[config.mk]
export PLATFORM = sky130hd
export DESIGN_NAME = uart_rx
export DESIGN_NICKNAME = d
export VERILOG_FILES = /design/src/rtl/uart_pkg.sv /design/src/rtl/sync_2ff.sv /design/src/rtl/uart_rx.sv
export SDC_FILE = /design/constraint.sdc
export NUM_CORES = 1
export LEC_CHECK = 0
export BUFFER_PORTS_ARGS = -buffer_cell sky130_fd_sc_hd__buf_2
export CAP_MARGIN = 20
export CORE_MARGIN = 3
export CORE_UTILIZATION = 25
export DETAILED_ROUTE_END_ITERATION = 7
export GPL_TIMING_DRIVEN = 0
export PLACE_DENSITY = 0.5
export SYNTH_ARGS = -nofsm -noshare
export SYNTH_HDL_FRONTEND = slang
export SYNTH_SLANG_ARGS = --single-unit
[constraint.sdc]
create_clock -name clk -period 2.5 [get_ports clk]
set_input_delay 0.25 -clock clk [delete_from_list [all_inputs] [get_ports clk]]
set_output_delay 0.25 -clock clk [all_outputs]
set_load 0.005 [all_outputs]
[src/rtl/uart_pkg.sv]
// Shared UART definitions: receiver/transmitter state encoding and oversampling constants.
package uart_pkg;

    typedef enum logic [1:0] {
        IDLE  = 2'd0,
        START = 2'd1,
        DATA  = 2'd2,
        STOP  = 2'd3
    } uart_rx_state_t;

    // Baud tick rate relative to the bit rate.
    localparam int unsigned OVERSAMPLE = 16;
    // Tick index that lands in the middle of the start bit.
    localparam int unsigned MID_START  = 7;

    // Tick counter width: wide enough for the stop-bit span, never below one bit period.
    function automatic int unsigned tick_cnt_width(input int unsigned sb_tick);
        int unsigned w;
        w = $clog2(sb_tick);
        return (w < 4) ? 4 : w;
    endfunction

endpackage

[src/rtl/sync_2ff.sv]
// Two-flop synchroniser for asynchronous pad inputs.
//   clk   : destination clock
//   reset : asynchronous, active-low; both flops load RESET_VAL
//   d     : asynchronous input
//   q     : synchronised output, 2 clk of latency
module sync_2ff #(
    parameter int unsigned           WIDTH     = 1,
    parameter logic [WIDTH-1:0]      RESET_VAL = '0
) (
    input  logic             clk,
    input  logic             reset,
    input  logic [WIDTH-1:0] d,
    output logic [WIDTH-1:0] q
);

    logic [WIDTH-1:0] meta;

    always_ff @(posedge clk or negedge reset) begin
        if (!reset) begin
            meta <= RESET_VAL;
            q    <= RESET_VAL;
        end else begin
            meta <= d;
            q    <= meta;
        end
    end

endmodule

[src/rtl/uart_rx.sv]
// Oversampling UART receiver (16x baud tick, LSB first, no parity).
//   clk          : system clock
//   reset        : asynchronous, active-low
//   rx           : raw serial input, idle high, asynchronous to clk
//   s_tick       : one-clk pulse at 16x baud
//   rx_done_tick : one-clk pulse when a frame completes
//   dout         : last received byte, held until the next frame
//   frame_err    : qualified by rx_done_tick; 1 = stop bit sampled low
module uart_rx
    import uart_pkg::*;
#(
    parameter int unsigned DBIT    = 8,
    parameter int unsigned SB_TICK = 16
) (
    input  logic            clk,
    input  logic            reset,
    input  logic            rx,
    input  logic            s_tick,
    output logic            rx_done_tick,
    output logic [DBIT-1:0] dout,
    output logic            frame_err
);

    localparam int unsigned SW = tick_cnt_width(SB_TICK);
    localparam int unsigned NW = $clog2(DBIT);

    localparam logic [SW-1:0] S_MID  = SW'(MID_START);
    localparam logic [SW-1:0] S_LAST = SW'(OVERSAMPLE - 1);
    localparam logic [SW-1:0] S_STOP = SW'(SB_TICK - 1);
    localparam logic [NW-1:0] N_LAST = NW'(DBIT - 1);

    logic            rx_s;
    uart_rx_state_t  state_q, state_d;
    logic [SW-1:0]   s_q, s_d;
    logic [NW-1:0]   n_q, n_d;
    logic [DBIT-1:0] b_q, b_d;
    logic [DBIT-1:0] dout_d;
    logic            done_d, ferr_d;
    // armed: line has been seen high since the last start, so a low level is a real falling edge
    logic            armed_q, armed_d;
    // settle: counts out the sync flops' reset value before rx_s is trusted to arm
    logic [1:0]      settle_q, settle_d;

    // Pad synchroniser, idles high like the line.
    sync_2ff #(.WIDTH(1), .RESET_VAL(1'b1)) u_sync (
        .clk   (clk),
        .reset (reset),
        .d     (rx),
        .q     (rx_s)
    );

    // State and output registers.
    always_ff @(posedge clk or negedge reset) begin
        if (!reset) begin
            state_q      <= IDLE;
            s_q          <= '0;
            n_q          <= '0;
            b_q          <= '0;
            dout         <= '0;
            rx_done_tick <= 1'b0;
            frame_err    <= 1'b0;
            armed_q      <= 1'b0;
            settle_q     <= '0;
        end else begin
            state_q      <= state_d;
            s_q          <= s_d;
            n_q          <= n_d;
            b_q          <= b_d;
            dout         <= dout_d;
            rx_done_tick <= done_d;
            frame_err    <= ferr_d;
            armed_q      <= armed_d;
            settle_q     <= settle_d;
        end
    end

    // Next-state and next-output logic.
    always_comb begin
        state_d  = state_q;
        s_d      = s_q;
        n_d      = n_q;
        b_d      = b_q;
        dout_d   = dout;
        done_d   = 1'b0;
        ferr_d   = 1'b0;
        armed_d  = armed_q;
        settle_d = (settle_q == 2'd3) ? settle_q : settle_q + 2'd1;

        if (rx_s && (settle_q == 2'd3)) begin
            armed_d = 1'b1;
        end

        case (state_q)
            IDLE: begin
                // Start detect runs on every clk, not just on ticks.
                if (!rx_s && armed_q) begin
                    state_d = START;
                    s_d     = '0;
                    armed_d = 1'b0;
                end
            end
            START: begin
                if (s_tick) begin
                    if (s_q == S_MID) begin
                        if (!rx_s) begin
                            state_d = DATA;
                            s_d     = '0;
                            n_d     = '0;
                        end else begin
                            state_d = IDLE;
                        end
                    end else begin
                        s_d = s_q + SW'(1);
                    end
                end
            end
            DATA: begin
                if (s_tick) begin
                    if (s_q == S_LAST) begin
                        s_d = '0;
                        b_d = {rx_s, b_q[DBIT-1:1]};
                        if (n_q == N_LAST) begin
                            state_d = STOP;
                        end else begin
                            n_d = n_q + NW'(1);
                        end
                    end else begin
                        s_d = s_q + SW'(1);
                    end
                end
            end
            STOP: begin
                if (s_tick) begin
                    if (s_q == S_STOP) begin
                        state_d = IDLE;
                        done_d  = 1'b1;
                        dout_d  = b_q;
                        ferr_d  = ~rx_s;
                        // A low stop bit (break) must see the line return high before re-arming.
                        if (!rx_s) begin
                            armed_d = 1'b0;
                        end
                    end else begin
                        s_d = s_q + SW'(1);
                    end
                end
            end
            default: begin
                state_d = IDLE;
            end
        endcase
    end

endmodule

[Word level (Yosys, flattened, before mapping)]
Index checks and enable logic that the tools add are counted.
Storage, ports and cells
  bits in registers: 32
  output and inout port bits: 10
  word-level logic and storage cells: 82
Cells by class
  $add $sub $neg: 3
  equality and inequality tests: 19
  muxes and demuxes: 38
  bitwise operators: 1
  reduce and logical (&&, ||, !) cells: 10
Operators with widths (number)
  4-bit two-way mux: 8
  2-bit != test (second input constant): 11
  2-bit two-way mux: 9
  3-bit two-way mux: 6
  4-bit one-hot mux with 4 select lines: 1
  1-bit two-way mux: 11
  2-bit one-hot mux with 4 select lines: 1
  8-bit AND reduction: 1
  7-bit AND reduction: 1
  2-bit == test (second input constant): 3
  3-bit one-hot mux with 2 select lines: 1
  3-bit AND reduction: 2
  6-bit AND reduction: 1
  4-bit by 1-bit adder with 4-bit output (second input constant): 1
  4-bit by 3-bit == test with 1-bit output (second input constant): 1
  4-bit == test (second input constant): 1
  3-bit by 1-bit adder with 3-bit output (second input constant): 1
  3-bit == test (second input constant): 1
  3-bit != test (second input constant): 1
  2-bit by 1-bit adder with 2-bit output (second input constant): 1
  2-bit by 1-bit == test with 1-bit output (second input constant): 1
  1-bit logical AND: 2
  2-bit logical NOT: 1
  1-bit one-hot mux with 2 select lines: 1
  other kinds (3): 3

[Depth between registers and ports, before layout]
Gate-level depths: netlist of the first run.
  depth in word-level cells: 7
  depth in mapped cells: 7
  depth with buffers taken out: 6

[By module]
A second synthesis of the first run with hierarchy kept.
Second synthesis, totals
  cells, all modules: 119
  area, all modules: 1570.3 um2
Modules (own cells, without submodules)
  uart_rx: times used 1, cells an instance 117, area an instance 1517.7 um2, seq. area each 750.7 um2
  sync_2ff: times used 1, cells an instance 2, area an instance 52.6 um2, seq. area each 52.6 um2

[Worst setup path after synthesis of the first run]
Ideal clock, no wire load.
  path type: reg-to-reg
  start: register state_q[0]
  end: register n_q[0]
  arrival time: 1.696 ns
  path slack: 0.679 ns
  stages on the path, launching flop included: 8
  path buffers: 1
  period minus slack after synthesis: 1.821 ns
  path through: dfrtp_1 > inv_1 > ha_1 > buf_6 > or2_4 > o311ai_4 > nand4_2 > mux2_4
Between the ends
  longest elaborated chain between the ends: 3
Ends and longest elaborated chain
  from (decl): line uart_rx.sv:33  | uart_rx_state_t state_q, state_d;
  from (signal assigned): line uart_rx.sv:65  | state_q <= state_d;
  2-bit by 1-bit == test with 1-bit output / 2-bit == test (equally long branches): line uart_rx.sv:93  | case (state_q)
  2-bit != test (no source line) / 2-bit nonzero test (equally long branches)
  7-bit AND reduction (no source line)
  to (signal assigned): line uart_rx.sv:67  | n_q <= n_d;
  to (decl): line uart_rx.sv:35  | logic [NW-1:0] n_q, n_d;
Several ways; a longest one is shown, not always the timed one.
A chain may end at the register's enable or synchronous reset.

[Final worst setup path of the first run]
Same ends and word-level chain as after synthesis.

==> results.sh, run 1 <==
export IMPL_status="finished clean"
export IMPL_setup_tns_ns=0
export IMPL_worst_pin_slew_ns=0.715
export IMPL_synth_seq_cells=32
export IMPL_wl_met3_um=115
export IMPL_crit_arrival_ns=2.16
export IMPL_gp_congestion=0.836
export IMPL_hold_buffers=0
export IMPL_die_y_um=85.3
export IMPL_comb_power_share_pct=31.1
export IMPL_drc_errors=0
export IMPL_antenna_found_initial=0
export IMPL_crit_type="flip-flop to flip-flop"
export IMPL_cts_path_max_buffers=2
export IMPL_clkSinkCount=32
export IMPL_cp_max_fo=10
export IMPL_drt_iter0_drc=34
export IMPL_postCtsSetupBuffers=0
export IMPL_grt_pass1_wl_um=4830
export IMPL_start_util_pct=26.2
export IMPL_wl_met2_um=1320
export IMPL_synth_enable_flop_cells=0
export IMPL_fp_row_count=28
export IMPL_die_area_um2=7270
export IMPL_grt_max_degree=33
export IMPL_drt_first_pass_iters=4
export IMPL_clk_latency_ns=0.28
export IMPL_diodes=0
export IMPL_design_core_area_um2=5990
export IMPL_switchingPower_uw=499
export IMPL_dr_max_layer_used="met4"
export IMPL_critPathCaptureType="flip-flop"
export IMPL_cts_buffers=5
export IMPL_cts_max_level=2
export IMPL_pwr_share_seq_pct=41.6
export IMPL_grt_overflow=0
export IMPL_hold_class="input port to asynchronous set/reset pin"
export IMPL_route_final_wire_length_um=2700
export IMPL_wl_per_cell_um=12.6
export IMPL_rsz0062_at_grt="false"
export IMPL_yosysSeqAreaShare_pct=51.2
export IMPL_min_period_over_period_pct=79.7
export IMPL_vias=950
export IMPL_pwr_share_clk_pct=27.2
export IMPL_yosys_area_top_type="dfrtp_1"
export IMPL_maxCapViolations=0
export IMPL_setup_viol=0
export IMPL_path_clk_slew_ns=0.06
export IMPL_dpl_hpwl_um=1960
export IMPL_multi_input_area_um2=708
export IMPL_via_per_inst=4.44
export IMPL_ios=14
export IMPL_grt_usage_pct=8.55
export IMPL_wl_met1_um=1200
export IMPL_leakage_uw=0.000897
export IMPL_fmax_ghz=0.502
export IMPL_seqCellArea_um2=803
export IMPL_swShare_pct=33.1
export IMPL_post_cts_resized=0
export IMPL_syn_cell_area_um2=1570
export IMPL_slowest_delay_ns=0.42
export IMPL_utilization_pct=30.3
export IMPL_slowest_stage="dfrtp_1"
export IMPL_synthFlopType="dfrtp_1"
export IMPL_slew_headroom_pct=52.4
export IMPL_power_density_nw_per_um2=829
export IMPL_fillers=610
export IMPL_synthCells=119
export IMPL_nets=150
export IMPL_die_w_um=85.3
export IMPL_root_buffer="clkbuf_8"
export IMPL_synth_fp_nets=131
export IMPL_cts_tree="done"
export IMPL_finalCriticalPeriod_ns=1.99
export IMPL_layout_drive_gt1_share_pct=32.4
export IMPL_finalMaxSlewViolations=0
export IMPL_grt_pass1_vias=1044
export IMPL_path_cells="inv_1, ha_1, buf_6, o311ai_4, nand4_2, mux2_4"
export IMPL_synth_distinct_cells=40
export IMPL_portBuffers=12
export IMPL_finClkSkew_ns=0.00593
export IMPL_worstPathRequired_ns=2.66
export IMPL_cp_start_kind="flip-flop"
export IMPL_internal_power_uw=1010
export IMPL_area_growth_pct=15.8
export IMPL_async_flop_share_pct=100
export IMPL_hold_violations=0
export IMPL_yosysWarnings=0
export IMPL_synth_area_leaders="dfrtp_1, mux2_1, mux2_2"
export IMPL_max_vdd_ir_drop_mv=0.324
export IMPL_synth_top_area_share_pct=47.8
export IMPL_syn_mean_instance_area_um2=13.2
export IMPL_ant_nets=0
critical path: cells and delay by family (launching register included):
kind / cells / cell delay [ns]
simple gates: 1 / 0.23
buf+inv: 2 / 0.28
compound gates: 1 / 0.40
fa+ha+maj: 1 / 0.22
mux: 1 / 0.34
flops: 1 / 0.42
layout make-up:
cell class / instances / area share, %
multi-input combinational: 75 / 39.0
timing repair buffer: 12 / 3.30
sequential: 32 / 44.2
tap: 75 / 5.16
clock buffer: 7 / 4.75
buffer: 4 / 1.58
inverter: 8 / 1.65
clock inverter: 1 / 0.413
cell usage in the layout (no fill, tap or decap), drive strengths merged, types with 3 or more instances in the layout:
cell and n:
dfrtp 30, mux2 19, buf 16, nand2 8
inv 8, ha 8, clkbuf 7, a21oi 4
nand3 4, nor2 3, mux2i 3
registers in the layout, summed over array words and instances, names as in the netlist, named ones only:
signal        flops
b_q               8
dout              8
s_q               4
n_q               3
settle_q          2
armed_q           1
frame_err         1
rx_done_tick      1
state_q           1
u_sync.meta       1
u_sync.q          1
Yosys cell counts (2+ instances only):
library cell and number:
nand3_1 2, mux2_2 9, dfstp_2 2, mux2_1 9, ha_1 8, dfrtp_1 30, nand2_1 8, buf_2 2
mux2i_1 3, nand2b_1 2, a21oi_1 4, inv_1 8, nand3_4 2, a2bb2oi_2 2, nor2_1 3
per-stage QoR:
stage	instance area (µm²)	hold slack (ns)	worst slack, ns	total power [µW]	instances
final	1820	0.0217	0.507	1510	214
after global routing	1820	0.0472	0.327	1630	214
after CTS	1820	0.0339	0.496	1530	214
after detailed placement	1720	0.346	0.531	1110	206
after global placement	1720	0.335	0.561	1090	206
after floorplan	1570	-0.0456	0.679	1010	119
cells by family after synthesis:
family | count (synthesis) | synth area share, %
compound gates | 19 | 12.0
xor+xnor | 1 | 0.558
fa+ha+maj | 8 | 6.37
buf+inv | 12 | 3.75
flops | 32 | 51.2
mux | 22 | 15.8
simple gates | 25 | 10.4
routing by layer:
metal,track usage [%],vias to the layer above
met3,2.91,5
li1,-,462
met2,13.8,18
met5,0,-
met4,4.75,0
met1,9.93,465
final timing paths:
check | from | to | slack, ns | cells past startpoint
hold reg to reg | u_sync.meta | u_sync.q | 0.36 | 0
max in group asynchronous | reset | dout[2] | 2.02 | 1
hold / removal | reset | settle_q[1] | 0.02 | 1
min in group clk | rx | u_sync.meta | 0.07 | 1
setup reg to reg | state_q[0] | n_q[0] | 0.51 | 6
setup / recovery | state_q[0] | n_q[0] | 0.51 | 6
power groups by stage:
stage / registers, µW / clock network (µW) / logic [µW]
2_1_floorplan: 622 / 0 / 391
3_3_place_gp: 631 / 0 / 463
3_5_place_dp: 637 / 0 / 476
4_1_cts: 628 / 425 / 477
5_1_grt: 637 / 456 / 535
6_report: 628 / 411 / 469
Note: power is estimated with default switching activity, not from simulation.
==> run 2, diff against run 1 <==
- ABC_AREA: not set -> 1
- clock period: 2.5 -> 1.85 ns (I/O delays scaled with it)
==> results.sh, run 2 <==
export IMPL_maxCapViolations=0
export IMPL_reg2regPathDepth=11
export IMPL_root_buffer="clkbuf_8"
export IMPL_pwr_share_seq_pct=43.6
export IMPL_crit_type="flip-flop to flip-flop"
export IMPL_max_vdd_ir_drop_mv=0.398
export IMPL_nets=208
export IMPL_die_area_um2=7280
export IMPL_rsz0062_at_grt="false"
export IMPL_switchingPower_uw=630
export IMPL_cp_max_fo=9
export IMPL_grt_usage_pct=8.91
export IMPL_cp_start_kind="flip-flop"
export IMPL_dpl_hpwl_um=2110
export IMPL_antenna_found_initial=0
export IMPL_slowest_delay_ns=0.42
export IMPL_setup_viol=0
export IMPL_design_area_um2=1840
export IMPL_yosysMostFrequentCell="nand2_1"
export IMPL_grt_pass1_wl_um=5100
export IMPL_layout_drive_gt1_share_pct=24.4
export IMPL_swShare_pct=33.8
export IMPL_r2r_start="state_q[0]"
export IMPL_wl_per_cell_um=10.7
export IMPL_ios=14
export IMPL_synth_enable_flop_cells=0
export IMPL_status="finished clean"
export IMPL_syn_mean_instance_area_um2=9.05
export IMPL_reg_top3="b_q (8), dout (8), s_q (4)"
export IMPL_portBuffers=13
export IMPL_hold_class="input port to flip-flop"
export IMPL_die_y_um=85.3
export IMPL_postCtsSetupBuffers=0
export IMPL_yosys_area_top_type="dfrtp_1"
export IMPL_vias=1154
export IMPL_cts_path_max_buffers=2
export IMPL_fp_row_count=28
export IMPL_comb_power_share_pct=26.7
export IMPL_critPathCaptureType="flip-flop"
export IMPL_grt_overflow=0
export IMPL_leakage_uw=0.000909
export IMPL_drt_iter0_drc=54
export IMPL_route_final_wire_length_um=2910
export IMPL_synthCells=174
export IMPL_mostFrequentLayoutCells="nand2_1, dfrtp_1, inv_1"
export IMPL_min_period_over_period_pct=91.6
export IMPL_area_growth_pct=17.2
export IMPL_crit_family="simple AND/OR/NAND/NOR gates"
export IMPL_finalMaxSlewViolations=0
export IMPL_cp_num_buf_inv=4
export IMPL_drt_first_pass_iters=4
export IMPL_synth_seq_cells=32
export IMPL_fmax_ghz=0.590
export IMPL_syn_cell_area_um2=1570
export IMPL_min_path_cells=3
export IMPL_synth_area_leaders="dfrtp_1, nand2_1, ha_1"
export IMPL_setup_tns_ns=0
export IMPL_via_per_inst=4.24
export IMPL_path_cells="inv_1, ha_1, buf_6, inv_2, nand2_1, o21ai_0, nand2_1, nor2_2, inv_2, nand2_1, nand2_1"
export IMPL_slew_headroom_pct=51.3
export IMPL_synth_distinct_cells=24
export IMPL_design_core_area_um2=6030
export IMPL_r2r_slack_ns=0.16
export IMPL_start_util_pct=26.1
export IMPL_power_density_nw_per_um2=1010
export IMPL_path_common_cell="nand2_1"
export IMPL_synth_fp_nets=186
export IMPL_diodes=0
export IMPL_ant_nets=0
export IMPL_min_to="frame_err"
export IMPL_internal_power_uw=1230
export IMPL_crit_arrival_ns=1.87
export IMPL_grt_pass1_vias=1142
export IMPL_hold_violations=0
export IMPL_yosysSeqAreaShare_pct=51.0
export IMPL_pwr_share_clk_pct=29.6
export IMPL_postPlaceCellArea_um2=1730
export IMPL_async_flop_share_pct=100
export IMPL_cts_max_level=2
export IMPL_final_common_cell="nand2_1"
export IMPL_min_delay_start="s_tick"
export IMPL_worst_pin_slew_ns=0.730
export IMPL_slowest_stage="dfrtp_2"
export IMPL_finClkSkew_ns=0.00837
export IMPL_clk_latency_ns=0.28
export IMPL_path_clk_slew_ns=0.07
export IMPL_die_w_um=85.3
export IMPL_yosysWarnings=0
export IMPL_cts_tree="done"
export IMPL_regToRegEndpoint="s_q[1]"
export IMPL_cts_buffers=5
export IMPL_finalCriticalPeriod_ns=1.69
export IMPL_yosys_top_cells_count="nand2_1, dfrtp_1, inv_1"
export IMPL_clkSinkCount=32
export IMPL_gp_congestion=0.772
export IMPL_grt_max_degree=33
export IMPL_drc_errors=0
export IMPL_synthFlopType="dfrtp_1"
export IMPL_synth_top_area_share_pct=47.7
export IMPL_worstPathRequired_ns=2.03
-- run 2: cell types whose count changed in the layout (fill, tap and decap cells not counted), moves of 7 or more --
cell     delta
inv_1      +12
mux2_1      -9
mux2_2      -8
nand2_1    +38
nand3_1    +11
o21ai_1     +7
o21ai_2     +9
-- run 2: how the worst max path moves through the flow --
stage                  end  cells past startpoint       start
detailed placement  s_q[1]                     11  state_q[0]
CTS                 s_q[1]                     11  state_q[0]
finish              s_q[1]                     11  state_q[0]
global placement    s_q[0]                     11  state_q[0]
floorplan           s_q[2]                     11  state_q[0]
global route        s_q[3]                     11  state_q[0]
-- run 2: worst min-delay path, delay by kind of cell --
kind / cells / cell delay, ns
AND/OR/NAND/NOR: 2 / 0.16
buffers and inverters: 1 / 0.15
-- run 2: cell type report --
class                   instances  area, µm²
plain buffers                   3       33.8
clock buffers                   8       90.1
fillers                       649       4180
inverters                      23       86.3
multi-input cells             116        651
flip-flops and latches         32        805
well taps                      75       93.8
repair buffers                 15       85.1
-- run 2: repair_timing --
action / 4_1_cts / 5_1_grt
resized for setup: 0 / 1
hold buffers: 2 / 0
endpoints found under the hold margin: 31 / 0
endpoints found under the setup margin: 0 / 4
-- run 2: metal layers --
layer / share of wire (%) / GRT usage [%]
met5: 0 / 0
met3: 3.0 / 2.91
met4: 1.2 / 3.45
met2: 46 / 13.8
met1: 50 / 11.5
-- run 2: power by group through the flow --
stage / clock (µW) / sequential [µW] / combinational, µW
finish: 552 / 813 / 498
floorplan: 0 / 811 / 391
CTS: 574 / 811 / 505
global placement: 0 / 822 / 505
detailed placement: 0 / 824 / 500
global route: 607 / 822 / 586
-- run 2: per-stage QoR --
stage	power, µW	std cells	hold WS, ns	util, %	worst slack, ns
floorplan	1200	174	-0.111	-	0.323
global placement	1330	262	0.286	28.8	0.107
detailed placement	1320	262	0.293	28.8	0.100
CTS	1890	272	0.242	30.6	0.0851
global route	2010	272	0.264	30.6	0.0201
finish	1860	272	0.250	30.6	0.156
-- run 2: logic make-up (layout without fill, tap and decap cells) --
family / Yosys count / count (layout) / synth area share, %
simple gates: 79 / 79 / 22.7
flops: 32 / 32 / 51.0
compound gates: 26 / 26 / 10.5
buf+inv: 26 / 49 / 7.63
fa+ha+maj: 8 / 8 / 6.36
xor+xnor: 2 / 2 / 1.11
mux: 1 / 1 / 0.715
